### config.mk
export PLATFORM = sky130hd
export DESIGN_NAME = morse_symbol_decoder
export DESIGN_NICKNAME = d
export VERILOG_FILES = /design/src/rtl/morse_symbol_decoder.sv
export SDC_FILE = /design/constraint.sdc
export NUM_CORES = 1
export LEC_CHECK = 0
export CORE_MARGIN = 8
export CORE_UTILIZATION = 25
export CTS_BUF_LIST = sky130_fd_sc_hd__clkbuf_4 sky130_fd_sc_hd__clkbuf_8
export CTS_CLUSTER_DIAMETER = 150
export DETAILED_ROUTE_END_ITERATION = 8
export PLACE_DENSITY = 0.39
export SLEW_MARGIN = 20
export SYNTH_ARGS = -nofsm -noshare
export SYNTH_HDL_FRONTEND = slang
export SYNTH_SLANG_ARGS = --single-unit
### constraint.sdc
create_clock -name clk -period 4.6 [get_ports clk]
set_clock_uncertainty 0.2 [all_clocks]
set_input_delay 1.38 -clock clk [delete_from_list [all_inputs] [get_ports clk]]
set_output_delay 1.38 -clock clk [all_outputs]
set_load 0.05 [all_outputs]
### src/rtl/morse_symbol_decoder.sv
// Morse key decoder: times presses/gaps in prescaled units, emits dot/dash/letter-gap/word-gap pulses
// and a packed code word per letter. Define MORSE_DEBOUNCE_EN to add a DEB_CYCLES input debounce.
module morse_symbol_decoder #(
    parameter int TICK_DIV   = 5_000_000,
    parameter int CNT_BITS   = 5,
    parameter int DOT_UNITS  = 2,
    parameter int LG_UNITS   = 3,
    parameter int WG_UNITS   = 7,
    parameter int MAX_SYM    = 5,
    parameter int DEB_CYCLES = 16
) (
    input  logic                         clk,
    input  logic                         reset_n,
    input  logic                         b,
    output logic                         dot,
    output logic                         dash,
    output logic                         LG,
    output logic                         WG,
    output logic                         sym_valid,
    output logic [MAX_SYM-1:0]           sym_bits,
    output logic [$clog2(MAX_SYM+1)-1:0] sym_len,
    output logic                         sym_err
);

    localparam int                  PRE_W    = $clog2(TICK_DIV);
    localparam int                  LEN_W    = $clog2(MAX_SYM + 1);
    localparam logic [CNT_BITS-1:0] CNT_MAX  = '1;
    localparam logic [PRE_W-1:0]    PRE_LAST = PRE_W'(TICK_DIV - 1);
    localparam logic [CNT_BITS-1:0] DOT_LIM  = CNT_BITS'(DOT_UNITS);
    localparam logic [CNT_BITS-1:0] LG_PRE   = CNT_BITS'(LG_UNITS - 1);
    localparam logic [CNT_BITS-1:0] WG_PRE   = CNT_BITS'(WG_UNITS - 1);
    localparam logic [LEN_W-1:0]    LEN_MAX  = LEN_W'(MAX_SYM);

    if (TICK_DIV < 2 || CNT_BITS < 1 || DOT_UNITS < 1 || LG_UNITS < 1 ||
        WG_UNITS <= LG_UNITS || WG_UNITS >= (1 << CNT_BITS) ||
        MAX_SYM < 1 || DEB_CYCLES < 1) begin : g_param_check
        $error("morse_symbol_decoder: illegal parameter combination");
    end

    typedef enum logic [1:0] {
        IDLE  = 2'd0,
        PRESS = 2'd1,
        GAP   = 2'd2
    } state_t;

    function automatic logic [CNT_BITS-1:0] sat_inc(input logic [CNT_BITS-1:0] v);
        return (v == CNT_MAX) ? v : v + 1'b1;
    endfunction

    function automatic logic [MAX_SYM-1:0] put_elem(input logic [MAX_SYM-1:0] bits,
                                                    input logic [LEN_W-1:0]   pos,
                                                    input logic               val);
        logic [MAX_SYM-1:0] r;
        r = bits;
        for (int k = 0; k < MAX_SYM; k++) begin
            if (pos == LEN_W'(k)) r[k] = val;
        end
        return r;
    endfunction

    // Stage p0/p1: two-flop synchroniser for the asynchronous key
    logic b_meta_p0, b_sync_p1;
    logic bs, bs_dly_p2;

    always_ff @(posedge clk or negedge reset_n) begin
        if (!reset_n) begin
            b_meta_p0 <= 1'b0;
            b_sync_p1 <= 1'b0;
        end else begin
            b_meta_p0 <= b;
            b_sync_p1 <= b_meta_p0;
        end
    end

`ifdef MORSE_DEBOUNCE_EN
    localparam int DEB_W = $clog2(DEB_CYCLES + 1);
    logic [DEB_W-1:0] deb_cnt;
    logic             bs_deb;

    // A new level is accepted only after DEB_CYCLES consecutive cycles of disagreement
    always_ff @(posedge clk or negedge reset_n) begin
        if (!reset_n) begin
            deb_cnt <= '0;
            bs_deb  <= 1'b0;
        end else if (b_sync_p1 == bs_deb) begin
            deb_cnt <= '0;
        end else if (deb_cnt == DEB_W'(DEB_CYCLES - 1)) begin
            deb_cnt <= '0;
            bs_deb  <= b_sync_p1;
        end else begin
            deb_cnt <= deb_cnt + 1'b1;
        end
    end

    assign bs = bs_deb;
`else
    assign bs = b_sync_p1;
`endif

    // Stage p2: delayed level for edge detection
    always_ff @(posedge clk or negedge reset_n) begin
        if (!reset_n) bs_dly_p2 <= 1'b0;
        else          bs_dly_p2 <= bs;
    end

    logic rise, fall, key_edge;
    assign rise     = bs & ~bs_dly_p2;
    assign fall     = ~bs & bs_dly_p2;
    assign key_edge = rise | fall;

    logic [PRE_W-1:0]    presc;
    logic [CNT_BITS-1:0] unit_cnt;
    logic                tick, lg_hit, wg_hit;

    assign tick   = (presc == PRE_LAST);
    assign lg_hit = tick && (unit_cnt == LG_PRE);
    assign wg_hit = tick && (unit_cnt == WG_PRE);

    // Every key edge restarts the unit measurement from zero
    always_ff @(posedge clk or negedge reset_n) begin
        if (!reset_n) begin
            presc    <= '0;
            unit_cnt <= '0;
        end else if (key_edge) begin
            presc    <= '0;
            unit_cnt <= '0;
        end else if (tick) begin
            presc    <= '0;
            unit_cnt <= sat_inc(unit_cnt);
        end else begin
            presc    <= presc + 1'b1;
        end
    end

    state_t state_q, state_d;

    always_ff @(posedge clk or negedge reset_n) begin
        if (!reset_n) state_q <= IDLE;
        else          state_q <= state_d;
    end

    always_comb begin
        state_d = state_q;
        case (state_q)
            IDLE:    if (rise) state_d = PRESS;
            PRESS:   if (fall) state_d = GAP;
            GAP: begin
                if (rise)        state_d = PRESS;
                else if (wg_hit) state_d = IDLE;
            end
            default: state_d = IDLE;
        endcase
    end

    logic store_el, is_dash, lg_fire, wg_fire;

    always_comb begin
        store_el = 1'b0;
        is_dash  = 1'b0;
        lg_fire  = 1'b0;
        wg_fire  = 1'b0;
        case (state_q)
            PRESS: begin
                store_el = fall;
                is_dash  = fall && (unit_cnt >= DOT_LIM);
            end
            GAP: begin
                lg_fire = lg_hit;
                wg_fire = wg_hit;
            end
            default: ;
        endcase
    end

    logic [MAX_SYM-1:0] elem_bits;
    logic [LEN_W-1:0]   elem_len;
    logic               elem_ovf;

    // Letter accumulator; emptied as the letter is handed to the output registers
    always_ff @(posedge clk or negedge reset_n) begin
        if (!reset_n) begin
            elem_bits <= '0;
            elem_len  <= '0;
            elem_ovf  <= 1'b0;
        end else if (lg_fire) begin
            elem_bits <= '0;
            elem_len  <= '0;
            elem_ovf  <= 1'b0;
        end else if (store_el) begin
            if (elem_len < LEN_MAX) begin
                elem_bits <= put_elem(elem_bits, elem_len, is_dash);
                elem_len  <= elem_len + 1'b1;
            end else begin
                elem_ovf  <= 1'b1;
            end
        end
    end

    always_ff @(posedge clk or negedge reset_n) begin
        if (!reset_n) begin
            dot       <= 1'b0;
            dash      <= 1'b0;
            LG        <= 1'b0;
            WG        <= 1'b0;
            sym_valid <= 1'b0;
            sym_bits  <= '0;
            sym_len   <= '0;
            sym_err   <= 1'b0;
        end else begin
            dot       <= store_el & ~is_dash;
            dash      <= store_el & is_dash;
            LG        <= lg_fire;
            WG        <= wg_fire;
            sym_valid <= lg_fire;
            if (lg_fire) begin
                sym_bits <= elem_bits;
                sym_len  <= elem_len;
                sym_err  <= elem_ovf;
            end
        end
    end

endmodule

# After elaboration in Yosys (flattened, before gate mapping)
# Cells that the tools add are included.
dict set report op_classes {
  n_reduce_logical 22
  n_mux 28
  n_eq_ne 15
  order_cmp 2
  bitwise_logic 8
  n_addsub 3
}
# operator count
set op_table {}
lappend op_table {{23-bit two-way mux} 2}
lappend op_table {{5-bit two-way mux} 6}
lappend op_table {{23-bit by 1-bit adder with 23-bit output (second input constant)} 1}
lappend op_table {{23-bit equality test (second input constant)} 1}
lappend op_table {{3-bit AND reduction} 6}
lappend op_table {{2-bit nonzero test} 8}
lappend op_table {{1-bit two-way mux} 12}
lappend op_table {{3-bit two-way mux} 3}
lappend op_table {{2-bit two-way mux} 4}
lappend op_table {{2-bit inequality test (second input constant)} 4}
lappend op_table {{3-bit by 2-bit equality test with 1-bit output (second input constant)} 2}
lappend op_table {{2-bit case mux with 3 select lines} 1}
lappend op_table {{2-bit AND reduction} 3}
lappend op_table {{5-bit by 1-bit adder with 5-bit output (second input constant)} 1}
lappend op_table {{5-bit by 2-bit equality test with 1-bit output (second input constant)} 1}
lappend op_table {{5-bit by 3-bit equality test with 1-bit output (second input constant)} 1}
lappend op_table {{5-bit equality test (second input constant)} 1}
lappend op_table {{5-bit by 2-bit greater-or-equal comparator with 1-bit output (second input constant)} 1}
lappend op_table {{1-bit bitwise AND} 4}
lappend op_table {{3-bit by 1-bit adder with 3-bit output (second input constant)} 1}
lappend op_table {{3-bit by 1-bit equality test with 1-bit output (second input constant)} 1}
lappend op_table {{3-bit equality test (second input constant)} 1}
lappend op_table {{1-bit logical AND} 3}
lappend op_table {{3-bit logical NOT} 1}
lappend op_table {{7 further kinds} 9}
dict set report totals {
  word_cells 98
  out_inout_bits 14
  ff_bits 55
  inputBits 3
}

# Logic depth before layout (Yosys ltp)
dict set report logic_depth {
  word_depth 8
  ltp_mapped 7
  mapped_depth_nobuf 6
}

# Worst setup path after synthesis
# Ideal clock, no wire load.
dict set report synth_timing {
  path_kind {flip-flop to flip-flop}
  start {reg presc[0]}
  end {reg sym_bits[3]}
  setup_slack_ns 1.996
  required_ns 4.275
  setup_ns 0.125
  arrival_ns 2.279
  stages_incl_launch_ff 7
  period_less_slack_ns 2.604
  path_buffers 1
  cell_sequence {dfrtp_1 > ha_1 > nand3_4 > or4_4 > nor4b_4 > buf_6 > mux2_4}
}
dict set report synth_via {
  elab_chain_cells 3
}
# item line
set synth_lines {}
lappend synth_lines {{from (decl)} 111} ;# logic [PRE_W-1:0] presc;
lappend synth_lines {{from (signal assigned)} 131} ;# presc <= presc + 1'b1;
lappend synth_lines {{23-bit equality test} 115} ;# assign tick = (presc == PRE_LAST);
lappend synth_lines {{1-bit logical AND} 116} ;# assign lg_hit = tick && (unit_cnt == LG_PRE);
lappend synth_lines {{1-bit two-way mux} 162} ;# case (state_q)
lappend synth_lines {{to (signal assigned)} 216} ;# sym_bits <= elem_bits;
lappend synth_lines {{to (decl)} 20} ;# output logic [MAX_SYM-1:0] sym_bits,
# Every way passes these cells.
# A chain may end at the register's enable or synchronous reset.

# Final worst setup path
dict set report layout_timing {
  start {reg sym_bits[4]}
  end {out sym_bits[4]}
}
# No word-level cell between the ends.

==> impl_metrics.py <==
metrics = {
    "timing": {
        "hold_ws_ps": 161,
        "rsz0062_at_grt": "false",
        "slew_headroom_pct": 34.2,
        "max_freq_mhz": 324,
        "slew_viol_final": 0,
        "setup_viol": 0,
        "final_hold_viol_count": 0,
        "tightestPinTransition_ps": 983,
        "min_period_ps": 3090,
        "tns_ps": 0,
        "post-route-period-util_pct": 67.1,
    },
    "power": {
        "vdd_drop_max_mv": 0.130,
        "p_leak_nw": 1.26,
        "power.density_nw_per_um2": 303,
    },
    "route": {
        "route.detailed.drc": 0,
        "routedWlPerCell_um": 13.1,
        "ant_nets": 0,
        "routed_wl_um": 5440,
        "drt_pre_antenna_iters": 4,
        "dr.first_iter.drc_count": 98,
        "dr_total_vias": 1889,
        "vias_per_cell": 4.56,
    },
    "critical_path": {
        "cp_data_arrival_time_ps": 1510,
        "max_stage_delay_ps": 820,
        "crit_path_max_fanout": 2,
        "crit_chain": "clkdlybuf4s50_1",
        "cp.depth": 1,
        "crit_type": "flip-flop to output port",
        "critical-path-top-delay-family": "buffers and inverters",
        "cp.required_ps": 3020,
        "start_kind": "flip-flop",
        "cp_num_buf_inv": 1,
        "slowest_stage": "clkdlybuf4s50_1",
        "critPathCaptureType": "output port",
        "r2r_cells": 5,
    },
    "die": {
        "dieArea_um2": 14300,
        "rows": 38,
        "io_pins": 17,
        "initial_core_util_pct": 25.2,
        "core_um2": 10700,
        "die_h_um": 120,
        "die_width_um": 120,
    },
    "clocking": {
        "htree_levels": 2,
        "cts_hold_buf": 0,
        "numCtsBuffers": 5,
        "ctsRootBufferMaster": "clkbuf_8",
        "ctsResizeCount": 0,
        "post_cts_buffers": 0,
        "clkLatencyLatePin_ps": 310,
        "cts_max_path_buffers": 2,
        "cts.sinks": 55,
        "cts_tree": "yes",
        "path_clk_slew_ps": 110,
    },
    "layout": {
        "multi_input_area_um2": 1210,
        "final_layout_size_suffix_gt1_share_pct": 10.6,
        "final_nets": 287,
        "seq_area_um2": 1380,
        "fillers": 1141,
        "area_growth_syn_to_layout_pct": 14.6,
        "antenna_cells": 0,
    },
    "yosys": {
        "synth_cell_types": 37,
        "ys_ff_latch": 55,
        "syn_area_um2": 2690,
        "yosysTopAreaCell": "dfrtp_1",
        "syn_area_per_cell_um2": 10.4,
        "yosysSeqAreaShare_pct": 51.3,
        "syn-instance-count": 258,
        "synth_top_area_share_pct": 51.3,
        "synth_nets": 272,
        "synth_area_leaders": "dfrtp_1 51%, ha_1 5.1%, mux2_2 3.8%, nor2_1 3.8%, xnor2_1 3.6%",
        "yosys_warnings": 0,
    },
    "grt": {
        "grt_pass1_vias": 1996,
        "grt_pass1_wl_um": 9800,
        "grt-ovfl-total": 0,
        "grt_max_degree": 45,
        "antenna_found_initial": 0,
        "track_usage_pct": 8.19,
    },
    "placement": {
        "globalplace.congestion": 0.722,
        "dp_hpwl_um": 3720,
        "place.port_buffers": 16,
    },
    "min_path": {
        "hp-class": "flip-flop to flip-flop",
        "min_delay_path_depth": 0,
    },
    "run": {
        "cap_violations": 0,
    },
    "run_status": {
        "status": "complete, no violations",
    },
}
final cells by class:
type,count,share of cell area [%]
Clock buffer,5,2.24
Timing Repair Buffer,18,5.61
Tap cell,140,5.69
Multi-Input combinational cell,181,39.5
Sequential cell,55,44.7
Inverter,12,1.46
Clock inverter,3,0.773
worst register-to-register path, delay by kind of cell (launching register included):
family	cells	cell delay, ps
simple gates	3	1690
mux	1	420
fa+ha+maj	1	250
flops	1	400
through the flow:
stage | power (mW) | utilization (%) | cells | setup slack (ps) | instance area [µm²]
after floorplan | 0.622 | - | 258 | 2000 | 2690
after global placement | 0.666 | 28.0 | 406 | 1530 | 2980
after detailed placement | 0.666 | 28.0 | 406 | 1490 | 2980
after CTS | 0.956 | 28.9 | 414 | 1460 | 3070
after global routing | 0.993 | 28.9 | 414 | 1400 | 3080
final | 0.933 | 28.9 | 414 | 1510 | 3080
synthesized netlist by cell type, drive strengths merged:
cell type	number
nor4bb	1
nand3	15
nand2b	2
or2	3
nor4	4
or3	5
nand2	19
a21oi	18
nor3	4
clkbuf	5
buf	5
or4	12
xnor2	11
mux2	10
nand4	4
xor2	1
or4b	1
ha	11
inv	12
o21ai	9
and3b	1
and3	2
o31ai	10
nor4b	3
nor2	27
dfrtp	55
nand4bb	2
mux2i	2
nand3b	2
and4	1
and2	1
path summary, 6_finish.rpt:
kind                        startpoint          end  slack [ps]
min                          b_meta_p0    b_sync_p1         160
min in group asynchronous      reset_n  sym_bits[3]         840
max reg2reg                   presc[0]      sym_err        1540
min reg2reg                  b_meta_p0    b_sync_p1         160
max in group asynchronous      reset_n    presc[16]        2740
max                        sym_bits[4]  sym_bits[4]        1510
kinds of logic after synthesis:
group           share of synthesized area, %
compound gates                          7.83
xor+xnor                                3.91
fa+ha+maj                               5.13
buf+inv                                 3.63
flops                                   51.3
mux                                     5.08
simple gates                            23.2
flip-flops by register name, indices dropped and copies added (netlist names), 2 cells and up:
| register | cells |
|---|---|
| elem_len | 3 |
| state_q | 2 |
| sym_bits | 5 |
| unit_cnt | 5 |
| elem_bits | 5 |
| presc | 23 |
| sym_len | 3 |
per-layer routing:
layer  vias up  global-route usage (%)  wire length, µm
li1        948                       -                -
met1       915                    10.9             2780
met2        21                    12.8             2400
met3         5                    1.93              183
met4         0                    2.58               78
met5         -                       0                0
report_power, final:
group          total, mW  switching (mW)  internal (mW)
clock              0.279           0.169          0.110
combinational      0.115          0.0732         0.0421
sequential         0.539          0.0298          0.509
placed cells by master (no fill, tap or decap), drive strengths merged, types with 5 or more instances in the layout:
cell	count
dfrtp	55
nor2	27
nand2	19
a21oi	18
clkdlybuf4s50	15
nand3	15
inv	13
or4	12
xnor2	11
ha	11
o31ai	10
mux2	10
o21ai	9
or3	5
clkbuf	5
No activity file was read; power rests on OpenSTA's default activity.
